--- config.mk ---
export PLATFORM = sky130hd
export DESIGN_NAME = matrix_scan_driver
export DESIGN_NICKNAME = d
export VERILOG_FILES = /design/src/rtl/matrix_pkg.sv /design/src/rtl/glyph_rom.sv /design/src/rtl/matrix_scan_driver.sv
export SDC_FILE = /design/constraint.sdc
export NUM_CORES = 1
export LEC_CHECK = 0
export ABC_CLOCK_PERIOD_IN_PS = 4600
export CAP_MARGIN = 20
export CORE_ASPECT_RATIO = 0.75
export CORE_MARGIN = 3
export CORE_UTILIZATION = 50
export DETAILED_ROUTE_END_ITERATION = 10
export PLACE_DENSITY = 0.81
export SLEW_MARGIN = 20
export SYNTH_ARGS = -nofsm -noshare
export SYNTH_HDL_FRONTEND = slang
export SYNTH_SLANG_ARGS = --single-unit
--- constraint.sdc ---
create_clock -name clk -period 4.6 [get_ports clk]
set_input_delay 1.15 -clock clk [delete_from_list [all_inputs] [get_ports clk]]
set_output_delay 1.15 -clock clk [all_outputs]
set_load 0.02 [all_outputs]
--- src/rtl/matrix_pkg.sv ---
// matrix_pkg: font geometry, 5x7 digit glyphs (column-major, bit 0 = top row) and scan states
package matrix_pkg;
  localparam int NUM_GLYPHS = 10;
  localparam int FONT_COLS = 5;
  localparam int FONT_ROWS = 7;
  typedef enum logic [1:0] {IDLE, SCAN, BLANK} state_e;
  localparam logic [FONT_ROWS-1:0] GLYPH [NUM_GLYPHS][FONT_COLS] = '{
    '{7'h3E, 7'h51, 7'h49, 7'h45, 7'h3E},
    '{7'h00, 7'h42, 7'h7F, 7'h40, 7'h00},
    '{7'h42, 7'h61, 7'h51, 7'h49, 7'h46},
    '{7'h21, 7'h41, 7'h45, 7'h4B, 7'h31},
    '{7'h18, 7'h14, 7'h12, 7'h7F, 7'h10},
    '{7'h27, 7'h45, 7'h45, 7'h45, 7'h39},
    '{7'h3C, 7'h4A, 7'h49, 7'h49, 7'h30},
    '{7'h01, 7'h71, 7'h09, 7'h05, 7'h03},
    '{7'h36, 7'h49, 7'h49, 7'h49, 7'h36},
    '{7'h06, 7'h49, 7'h49, 7'h29, 7'h1E}
  };
endpackage

--- src/rtl/glyph_rom.sv ---
// glyph_rom: combinational font lookup; columns outside the font and invalid codes read as blank
module glyph_rom
  import matrix_pkg::*;
#(
  parameter int N_ROWS = 7,
  parameter int CODE_W = 5,
  parameter int COL_W = 3
) (
  input  logic [CODE_W-1:0] code,
  input  logic [COL_W-1:0]  col_idx,
  output logic [N_ROWS-1:0] row,
  output logic              valid
);
  localparam int GW = $clog2(NUM_GLYPHS);
  localparam int FW = $clog2(FONT_COLS);
  logic in_font;
  logic [GW-1:0] gi;
  logic [FW-1:0] fi;
  always_comb begin
    valid = 32'(code) < NUM_GLYPHS;
    in_font = 32'(col_idx) < FONT_COLS;
    gi = valid ? GW'(code) : '0;
    fi = in_font ? FW'(col_idx) : '0;
    row = valid && in_font ? N_ROWS'(GLYPH[gi][fi]) : '0;
  end
endmodule

--- src/rtl/matrix_scan_driver.sv ---
// matrix_scan_driver: column-multiplexed LED matrix scanner with frame-boundary code double-buffering
module matrix_scan_driver
  import matrix_pkg::*;
#(
  parameter int N_COLS = 5,
  parameter int N_ROWS = 7,
  parameter int CODE_W = 5,
  parameter int DIV = 50000,
  parameter int BLANK_CYCLES = 2
) (
  input  logic              clk,
  input  logic              rst,
  input  logic              enable,
  input  logic [CODE_W-1:0] code,
  input  logic              code_valid,
  output logic [N_COLS-1:0] col,
  output logic [N_ROWS-1:0] row,
  output logic              display,
  output logic              frame_done
);
  localparam int TMAX = DIV > BLANK_CYCLES ? (DIV > 2 ? DIV : 2) : (BLANK_CYCLES > 2 ? BLANK_CYCLES : 2);
  localparam int TW = $clog2(TMAX);
  localparam int CW = $clog2(N_COLS);
  localparam logic [TW-1:0] DIV_LAST = TW'(DIV - 1);
  localparam logic [TW-1:0] BLK_LAST = TW'(BLANK_CYCLES > 0 ? BLANK_CYCLES - 1 : 0);
  localparam logic [CW-1:0] COL_LAST = CW'(N_COLS - 1);
  state_e state_q, state_d;
  logic [CODE_W-1:0] pending_q, pending_d, active_q, active_d;
  logic [CW-1:0] col_idx_q, col_idx_d;
  logic [TW-1:0] tick_q, tick_d;
  logic [N_COLS-1:0] col_q;
  logic [N_ROWS-1:0] row_q, glyph_row;
  logic display_q, frame_done_q, adv, wrap, glyph_ok;
  always_comb begin
    pending_d = code_valid ? code : pending_q;
    state_d = state_q;
    active_d = active_q;
    col_idx_d = col_idx_q;
    tick_d = tick_q;
    adv = 1'b0;
    if (!enable) begin
      state_d = IDLE;
      col_idx_d = '0;
      tick_d = '0;
    end else if (state_q == IDLE) begin
      state_d = SCAN;
      active_d = pending_q;
      col_idx_d = '0;
      tick_d = '0;
    end else if (state_q == SCAN) begin
      tick_d = tick_q == DIV_LAST ? '0 : tick_q + 1'b1;
      state_d = tick_q == DIV_LAST && BLANK_CYCLES > 0 ? BLANK : SCAN;
      adv = tick_q == DIV_LAST && BLANK_CYCLES == 0;
    end else begin
      tick_d = tick_q == BLK_LAST ? '0 : tick_q + 1'b1;
      adv = tick_q == BLK_LAST;
      state_d = adv ? SCAN : BLANK;
    end
    wrap = adv && col_idx_q == COL_LAST;
    if (adv) col_idx_d = wrap ? '0 : col_idx_q + 1'b1;
    // a strobe on the wrap edge itself is taken into the new frame
    if (wrap) active_d = pending_d;
  end
  glyph_rom #(.N_ROWS(N_ROWS), .CODE_W(CODE_W), .COL_W(CW)) u_rom (
    .code(active_d), .col_idx(col_idx_d), .row(glyph_row), .valid(glyph_ok)
  );
  // outputs register from next-state so they line up with the state they describe
  always_ff @(posedge clk) begin
    if (rst) begin
      state_q <= IDLE;
      pending_q <= '0;
      active_q <= '0;
      col_idx_q <= '0;
      tick_q <= '0;
      col_q <= '0;
      row_q <= '0;
      display_q <= 1'b0;
      frame_done_q <= 1'b0;
    end else begin
      state_q <= state_d;
      pending_q <= pending_d;
      active_q <= active_d;
      col_idx_q <= col_idx_d;
      tick_q <= tick_d;
      col_q <= state_d == SCAN ? N_COLS'(1) << col_idx_d : '0;
      row_q <= state_d == SCAN ? glyph_row : '0;
      display_q <= state_d == SCAN ? glyph_ok : (state_d == BLANK && display_q);
      frame_done_q <= wrap;
    end
  end
  assign col = col_q;
  assign row = row_q;
  assign display = display_q;
  assign frame_done = frame_done_q;
endmodule
==> metrics.txt, run 1 <==
post-CTS sizing=0; synth cell count leaders=52 x nor2_1, 45 x dfxtp_1, 18 x nand3_1; Hold Path Depth=1; clk root buf=clkbuf_8; DRT Wirelength=6.71 mm; DR iter-0 viols=319; Vias=2492; TritonRoute pass-1 iters=5; Avg WL per Cell=16.2 um; setup slack, reg-to-reg=0.85 ns; hold slack=0.469 ns; DRC errors left=0; Setup TNS=0 ns; Max Slew Vio Count=0; largest net degree at the start of global routing=18; Worst-path clk slew=0.09 ns; Final Hold Viols=0; Worst IR Drop VDD=0.000148 V; slowest cell delay on critical path=0.64 ns; crit path cell chain=clkdlybuf4s50_1 -> and3_1 -> nand3_1 -> o221ai_1 -> nand3_1 -> ha_1 -> nor3_1 -> a21oi_1 -> a2111oi_2; Max clock buf depth=2; Final #Nets=361; synth unique cells=68; area delta synth->final=14.2%; Syn. warnings=0; Post-Syn Area=0.00275 mm2; unrepaired setup endpoints after global routing=no; crit share post-route=94.5%; Worst Setup Start Kind=input pin; Worst path most repeated cell=nand3_1; crit-path max FO=8; final RePlAce weighted congestion=0.912; layout cell share with drive strength beyond 1=11.7%; mean post-synth cell area=8.64 um2; PwrDens=267 mW/mm2; Least-Margin Pin Slew=0.644 ns; die area=0.00643 mm2; # Max-Cap Violations=0; post-DP HPWL=4.99 mm; initial antenna violation count=0; Crit-path slowest cell=clkdlybuf4s50_1; CTS Buf Count=5; Arr. time, crit path=4.55 ns; fillers=438; row count=22; R2R Path Start=col_idx_q[0]; Synth area leader=dfxtp_1; Synth top area share=32.8%; Worst-Skew Late Latency=0.29 ns; Setup WS post-layout=0.252 ns; Antenna Cells=0; vias in the first global route=2308; first-pass GRT wire length=11.3 mm; Pleak=1.18 nW; kind of critical path=input pin to flop; worst r2r dst=row[4]; CTS sink cnt=45; top post-synthesis cells by area=dfxtp_1 33%, nor2_1 7.1%, ha_1 4.6%, nand3_1 3.3%, mux2i_1 2.9%; CTS tree=built; Finished Cell Area=0.00314 mm2; H-tree levels=2; # port buffers=22; I/O pin count=23; status=finished clean; ys flop type=dfxtp_1; post-CTS setup buffer count=0; register area share after synthesis=32.8%; Setup Skew=0.0105 ns; post-synthesis async set-or-reset flop share=0%; Setup WS pre-CTS=0.0380 ns; endpoint class of the critical path=flop; Syn Inst Count=318; Hold Crit Start=tick_q[0]; Hold Crit Class=flop to flop; Data required, critical path=4.80 ns; Post-synth EDFFs=0; WP buf/inv=1; average via count per standard cell=6.02; placed cell area=0.00305 mm2; GRT Util Overall=21.5%; cts hold-fix bufs=0; Initial Util=53.9%; CORE AREA=0.00509 mm2; DIE WIDTH=91.6 um; GRT overflow=0; syn_nets=337; relative slew slack=57.1%; DRT antenna net count=0; Synth Register Bits=45; Post-Route Utilization=61.6%; count leader, synth=nor2_1; Die Ht=70.2 um; Largest delay share family, worst path=simple AND/OR/NAND/NOR gates; worst hold path endpoint=tick_q[0]; Reg2Reg Depth=11; final setup vio count=0; FMAX=0.230 GHz; fin crit period=4.35 ns
-- power breakdown --
| part | total [mW] | leakage, nW | internal, mW | switching, mW |
|---|---|---|---|---|
| combinational | 0.182 | 0.771 | 0.0805 | 0.101 |
| clock | 0.251 | 0.0433 | 0.119 | 0.132 |
| sequential | 0.406 | 0.366 | 0.400 | 0.00531 |
-- registers in the layout (all words and copies together) (netlist names) --
register    flops
active_q        5
col             5
col_idx_q       3
display         1
frame_done      1
pending_q       5
row             7
state_q         2
tick_q         16
-- stage by stage --
step / instances / power, mW
finish: 414 / 0.838
detailed placement: 407 / 0.592
floorplan: 318 / 0.542
global route: 414 / 0.881
CTS: 414 / 0.841
global placement: 407 / 0.591
-- cell families (layout without fill, tap and decap cells) --
family	after synthesis	count (layout)	share of synthesized area [%]
flops	45	45	32.8
simple gates	140	140	28.0
fa+ha+maj	10	10	4.56
xor+xnor	14	14	4.46
buf+inv	25	49	4.74
mux	10	10	3.74
compound gates	74	74	21.7
-- metal layers --
| metal | share of wire, % | global-route usage [%] | vias up |
|---|---|---|---|
| li1 | - | - | 1219 |
| met1 | 49 | 31.8 | 1156 |
| met2 | 42 | 31.9 | 110 |
| met3 | 8.2 | 3.77 | 7 |
| met4 | 0.86 | 5.69 | 0 |
| met5 | 0 | 0 | - |
-- cell type report --
class | count | area, um2 | share of cell area, %
multi-input cells | 248 | 1720 | 54.7
flip-flops and latches | 45 | 901 | 28.7
clock inverters | 1 | 7.51 | 0.239
repair buffers | 34 | 310 | 9.89
well taps | 72 | 90.1 | 2.87
inverters | 8 | 30.0 | 0.957
clock buffers | 6 | 82.6 | 2.63
-- worst max-delay path by stage --
stage                 from  endpoint  depth (start not counted)
finish              enable    row[4]                          9
global route        enable    row[4]                          9
CTS                 enable    row[4]                          9
detailed placement  enable    row[4]                          9
global placement    enable    row[4]                         11
floorplan           enable    row[2]                         13
-- placed cells by master (no fill, tap or decap), types with 6 or more instances in the layout --
cell,instances
buf_4,12
a21oi_1,9
a31oi_1,6
nand3_1,18
nand2b_1,7
nand2_1,17
xor2_1,9
o21ai_0,13
mux2i_1,8
clkdlybuf4s50_1,22
clkbuf_8,6
nor3_1,6
nor2_1,52
dfxtp_1,45
and3_1,9
inv_1,7
ha_1,10
Power figures use the tool's default switching activity.
==> inputs of run 2 (changes only) <==
Settings changed: PLACE_DENSITY 0.81 to 0.72.
==> run 2 against run 1 <==
Effect of this change: worst setup slack improved by 0.47 ns; die area unchanged; final cell count increased by 0.24%; non-clock buffer count unchanged; wire length decreased by 3.8%; clock power increased by 3%; combinational power about the same; worst hold slack about the same; first-iteration DRC count decreased by 30%.
==> metrics.txt, run 2 (same netlist as run 1, synthesis figures left out) <==
met3 GRT Util=4.95% (was 3.77%); Pleak=1.20 nW (was 1.18 nW); largest net degree at the start of global routing=18 (unchanged); Setup TNS=0 ns (unchanged); Setup Skew=0.00851 ns (was 0.0105 ns); DRT antenna net count=0 (unchanged); first-pass GRT wire length=11.1 mm (was 11.3 mm); endpoint class of the critical path=flop (unchanged); Worst-path clk slew=0.09 ns (about the same); DRT Wirelength=6.45 mm (was 6.71 mm); vias in the first global route=2222 (was 2308); row count=22 (unchanged); Finished Cell Area=0.00315 mm2 (was 0.00314 mm2); Crit-path slowest cell=o31a_1 (was clkdlybuf4s50_1); commonest non-fill, non-tap cell in the layout=nor2_1 (unchanged); DR iter-0 viols=224 (was 319); Final Hold Viols=0 (unchanged); Arr. time, crit path=4.07 ns (was 4.55 ns); Data required, critical path=4.80 ns (about the same); PwrDens=269 mW/mm2 (was 267 mW/mm2); Max Slew Vio Count=0 (unchanged); FMAX=0.258 GHz (was 0.230 GHz); Avg WL per Cell=15.5 um (was 16.2 um); average via count per standard cell=5.93 (was 6.02); most frequent cells in the layout=52 x nor2_1, 45 x dfxtp_1, 21 x clkdlybuf4s50_1 (was 52 x nor2_1, 45 x dfxtp_1, 22 x clkdlybuf4s50_1); Initial Util=53.9% (unchanged); max reg flops=16 (unchanged); post-DP HPWL=4.80 mm (was 4.99 mm); initial antenna violation count=0 (unchanged); Least-Margin Pin Slew=0.606 ns (was 0.644 ns); final RePlAce weighted congestion=0.939 (was 0.912); relative slew slack=59.5% (was 57.1%); area delta synth->final=14.7% (was 14.2%); kind of critical path=input pin to flop (unchanged); crit share post-route=84.2% (was 94.5%); largest reg by FF count=tick_q (unchanged); crit-path max FO=8 (unchanged); final setup vio count=0 (unchanged); Antenna Cells=0 (unchanged); Largest delay share family, worst path=compound AO/OA/AOI/OAI gates (was simple AND/OR/NAND/NOR gates); Hold Crit Class=flop to flop (unchanged); slowest cell delay on critical path=0.44 ns (was 0.64 ns); met2 GRT Util=27.7% (was 31.9%); Max clock buf depth=2 (unchanged); cts hold-fix bufs=0 (unchanged); WP buf/inv=1 (unchanged); fillers=465 (was 438); Final #Nets=361 (unchanged); TritonRoute pass-1 iters=4 (was 5); DRC errors left=0 (unchanged); GR met1 Demand/Resource=33.8% (was 31.8%); I/O pin count=23 (unchanged); GRT overflow=0 (unchanged); CTS Buf Count=5 (unchanged); Vias=2462 (was 2492); Worst IR Drop VDD=0.000168 V (was 0.000148 V); GRT Util Overall=21.1% (was 21.5%); CTS sink cnt=45 (unchanged); layout cell share with drive strength beyond 1=12.2% (was 11.7%); CTS tree=built (unchanged); Worst-Skew Late Latency=0.30 ns (was 0.29 ns); Worst Setup Start Kind=input pin (unchanged); H-tree levels=2 (unchanged); status=finished clean (unchanged); CORE AREA=0.00509 mm2 (unchanged); unrepaired setup endpoints after global routing=no (unchanged); # Max-Cap Violations=0 (unchanged); # port buffers=22 (unchanged); Pwr Total=0.848 mW (was 0.838 mW); gr busiest metal=met1 (was met2); clk root buf=clkbuf_8 (unchanged); placed cell area=0.00305 mm2 (unchanged); crit path cell chain=dlymetal6s2s_1 -> nand4_4 -> o31a_1 -> o221a_4 -> o21ai_0 -> nand2_1 -> nor2_1 -> ha_1 -> nor3_1 -> a21oi_1 -> a2111oi_2 (was clkdlybuf4s50_1 -> and3_1 -> nand3_1 -> o221ai_1 -> nand3_1 -> ha_1 -> nor3_1 -> a21oi_1 -> a2111oi_2); Die Ht=70.2 um (unchanged); DIE WIDTH=91.6 um (unchanged); fin crit period=3.87 ns (was 4.35 ns); die area=0.00643 mm2 (unchanged)
-- run 2: per-stage QoR --
step	hold WS, ns	setup WS [ns]	cells	util, %
floorplan	0.430	0.917	318	-
global placement	0.443	0.196	407	59.8
detailed placement	0.457	0.0655	407	59.8
CTS	0.473	0.370	415	61.7
global route	0.528	0.366	415	61.9
finish	0.470	0.727	415	61.9
-- run 2: worst paths after layout --
kind             start         to  slack [ns]  cells after the start
max             enable     row[4]        0.73                     11
min          tick_q[0]  tick_q[0]        0.47                      1
max reg2reg  tick_q[0]     row[4]        0.91                     12
min reg2reg  tick_q[0]  tick_q[0]        0.47                      1
-- run 2: per-layer routing --
metal	up-vias	part of all wire, %	wire (um)
met3	10	7.4	479
met4	0	0.99	64
li1	1224	-	-
met1	1115	54	3460
met2	113	38	2450
met5	-	0	0
-- run 2: layout make-up --
cell class | instances | area (um2) | share of cell area [%]
multi-input cells | 248 | 1720 | 54.6
flip-flops and latches | 45 | 901 | 28.6
repair buffers | 34 | 313 | 9.93
well taps | 72 | 90.1 | 2.86
clock buffers | 6 | 82.6 | 2.62
inverters | 8 | 30.0 | 0.953
clock inverters | 2 | 13.8 | 0.437
-- run 2: timing repair --
item,in CTS,in global routing
setup endpoints to repair,0,1
setup buffers,0,0
gates resized for setup,0,2
-- run 2: report_power, final --
part / switching [mW] / internal, mW / total, mW
clock: 0.136 / 0.122 / 0.258
combinational: 0.102 / 0.0819 / 0.184
sequential: 0.00562 / 0.400 / 0.406
total: 0.243 / 0.604 / 0.848
==> inputs of run 3 (changes only) <==
Settings changed: ABC_CLOCK_PERIOD_IN_PS 4600 to 4000.
Clock period 4.6 ns to 4 ns, I/O delays scaled along.
==> run 3 against run 2 <==
Effect of this change: wire length grew 5.8%; combinational power increased by 28%; critical path depth stayed put; non-clock buffer count rose by 22; clock power grew 37%; largest cell class unchanged; total power grew 24%; largest power group unchanged; die area did not move; register-to-register slack worse by 0.46 ns; first-iteration DRC count fell by 0.89%; count of clock-buffer cells in the layout stayed put; via count grew 5.2%; global-route usage rose by 0.79 points.
==> metrics.txt, run 3 (same netlist as run 1, synthesis figures left out) <==
CTS Buf Count=5 (unchanged); GRT Util Overall=21.9% (was 21.1%); unrepaired setup endpoints after global routing=no (unchanged); final RePlAce weighted congestion=0.948 (was 0.939); status=finished clean (unchanged); multi-input logic area=0.00172 mm2 (about the same); average via count per standard cell=5.92 (was 5.93); FF+latch area=901 um2 (unchanged); hold slack=0.474 ns (was 0.470 ns); Setup TNS=0 ns (unchanged); Least-Margin Pin Slew=0.650 ns (was 0.606 ns); final setup vio count=0 (unchanged); Hold Crit Class=flop to flop (unchanged); kind of critical path=input pin to flop (unchanged); H-tree levels=2 (unchanged); fin crit period=3.79 ns; CTS tree=built (unchanged); post-CTS setup buffer count=0 (unchanged); Crit-path slowest cell=clkdlybuf4s50_1 (was o31a_1); GRT overflow=0 (unchanged); relative slew slack=56.7% (was 59.5%); layout cell share with drive strength beyond 1=17.3% (was 12.2%); Hold Path Depth=1 (unchanged); fillers=449 (was 465); cts hold-fix bufs=0 (unchanged); I/O pin count=23 (unchanged); vias in the first global route=2236 (was 2222); Arr. time, crit path=3.98 ns (was 4.07 ns); Initial Util=53.9% (unchanged); post-DP HPWL=5.19 mm (was 4.80 mm); worst hold path endpoint=tick_q[0] (unchanged); max reg flops=16 (unchanged); CORE AREA=0.00509 mm2 (unchanged); Antenna Cells=0 (unchanged); Max Slew Vio Count=0 (unchanged); Largest delay share family, worst path=compound AO/OA/AOI/OAI gates (unchanged); post-CTS sizing=0 (unchanged); Avg WL per Cell=15.6 um (was 15.5 um); Pleak=1.30 nW (was 1.20 nW); largest net degree at the start of global routing=18 (unchanged); Setup Skew=0.00893 ns (was 0.00851 ns); Setup WS post-layout=0.213 ns (was 0.727 ns); Data required, critical path=4.20 ns (was 4.80 ns); Worst IR Drop VDD=0.000251 V (was 0.000168 V); die area=0.00643 mm2 (unchanged); worst r2r dst=row[4] (unchanged); DRC errors left=0 (unchanged); row count=22 (unchanged); TritonRoute pass-1 iters=4 (unchanged); commonest non-fill, non-tap cell in the layout=nor2_1 (unchanged); Setup WS pre-CTS=-0.0936 ns (was 0.0655 ns); DIE WIDTH=91.6 um (unchanged); Worst-Skew Late Latency=0.30 ns (about the same); R2R Path Start=tick_q[0] (unchanged); Worst Setup Start Kind=input pin (unchanged); most frequent cells in the layout=52 x nor2_1, 45 x dfxtp_1, 34 x buf_4 (was 52 x nor2_1, 45 x dfxtp_1, 21 x clkdlybuf4s50_1); # Max-Cap Violations=0 (unchanged); first-pass GRT wire length=11.5 mm (was 11.1 mm); crit-path max FO=6 (was 8); DRT antenna net count=0 (unchanged); # port buffers=22 (unchanged); clk root buf=clkbuf_8 (unchanged); Max clock buf depth=2 (unchanged); area delta synth->final=21.2% (was 14.7%); PwrDens=317 mW/mm2 (was 269 mW/mm2); Final #Nets=383 (was 361); WP buf/inv=1 (unchanged); slowest cell delay on critical path=0.57 ns (was 0.44 ns); endpoint class of the critical path=flop (unchanged); DRT Wirelength=6.83 mm (was 6.45 mm); crit path cell chain=clkdlybuf4s50_1 -> nand4_4 -> o31a_1 -> o221a_4 -> o21ai_0 -> nand2_1 -> nor2_1 -> ha_1 -> nor3_1 -> a21oi_1 -> a2111oi_2 (was dlymetal6s2s_1 -> nand4_4 -> o31a_1 -> o221a_4 -> o21ai_0 -> nand2_1 -> nor2_1 -> ha_1 -> nor3_1 -> a21oi_1 -> a2111oi_2); crit share post-route=94.7%; setup slack, reg-to-reg=0.45 ns (was 0.91 ns); initial antenna violation count=0 (unchanged); Reg2Reg Depth=11 (was 12); largest reg by FF count=tick_q (unchanged); Vias=2589 (was 2462); Worst-path clk slew=0.09 ns (about the same); CTS sink cnt=45 (unchanged); Die Ht=70.2 um (unchanged); DR iter-0 viols=222 (was 224); Final Hold Viols=0 (unchanged); FMAX=0.264 GHz; Hold Crit Start=tick_q[0] (unchanged)
-- run 3: cell count changes in the layout (fill, tap and decap cells not counted) --
cell / delta
clkinv_2: -1
nand3_1: +1
dlymetal6s2s_1: -1
a31oi_1: -1
clkbuf_1: +1
bufinv_16: +1
nand3_2: -1
clkdlybuf4s50_1: +1
a31oi_2: +1
clkbuf_8: -1
buf_4: +22
-- run 3: worst max-delay path by stage --
stage | startpoint | to | slack [ns] | cells after the start
floorplan | enable | row[2] | 0.47 | 13
finish | enable | row[4] | 0.21 | 11
global route | enable | row[4] | 0.04 | 11
detailed placement | enable | row[4] | -0.09 | 11
CTS | enable | row[4] | 0.22 | 11
global placement | enable | row[4] | 0.04 | 10
-- run 3: final cells by class --
cell class              count  share of cell area, %
clock inverters             2                   1.16
repair buffers             56                   14.3
clock buffers               6                   2.18
well taps                  72                   2.71
inverters                   8                  0.902
flip-flops and latches     45                   27.1
multi-input cells         248                   51.7
-- run 3: layer usage --
metal	global-route usage, %	up-vias	share of wire, %
met3	3.88	7	8.9
met2	28.2	111	39
li1	-	1272	-
met5	0	-	0
met1	36.4	1199	51
met4	4.68	0	0.81
-- run 3: stage by stage --
step / instances / cell area [um2] / utilization [%] / power (mW)
finish: 437 / 3330 / 65.4 / 1.05
global route: 437 / 3330 / 65.4 / 1.10
CTS: 437 / 3320 / 65.3 / 1.06
detailed placement: 429 / 3210 / 63.1 / 0.706
global placement: 429 / 3210 / 63.1 / 0.705
floorplan: 318 / 2750 / - / 0.623
-- run 3: power by group --
group | switching (mW) | internal [mW]
clock | 0.165 | 0.188
combinational | 0.124 | 0.111
sequential | 0.00650 | 0.460
total | 0.295 | 0.760
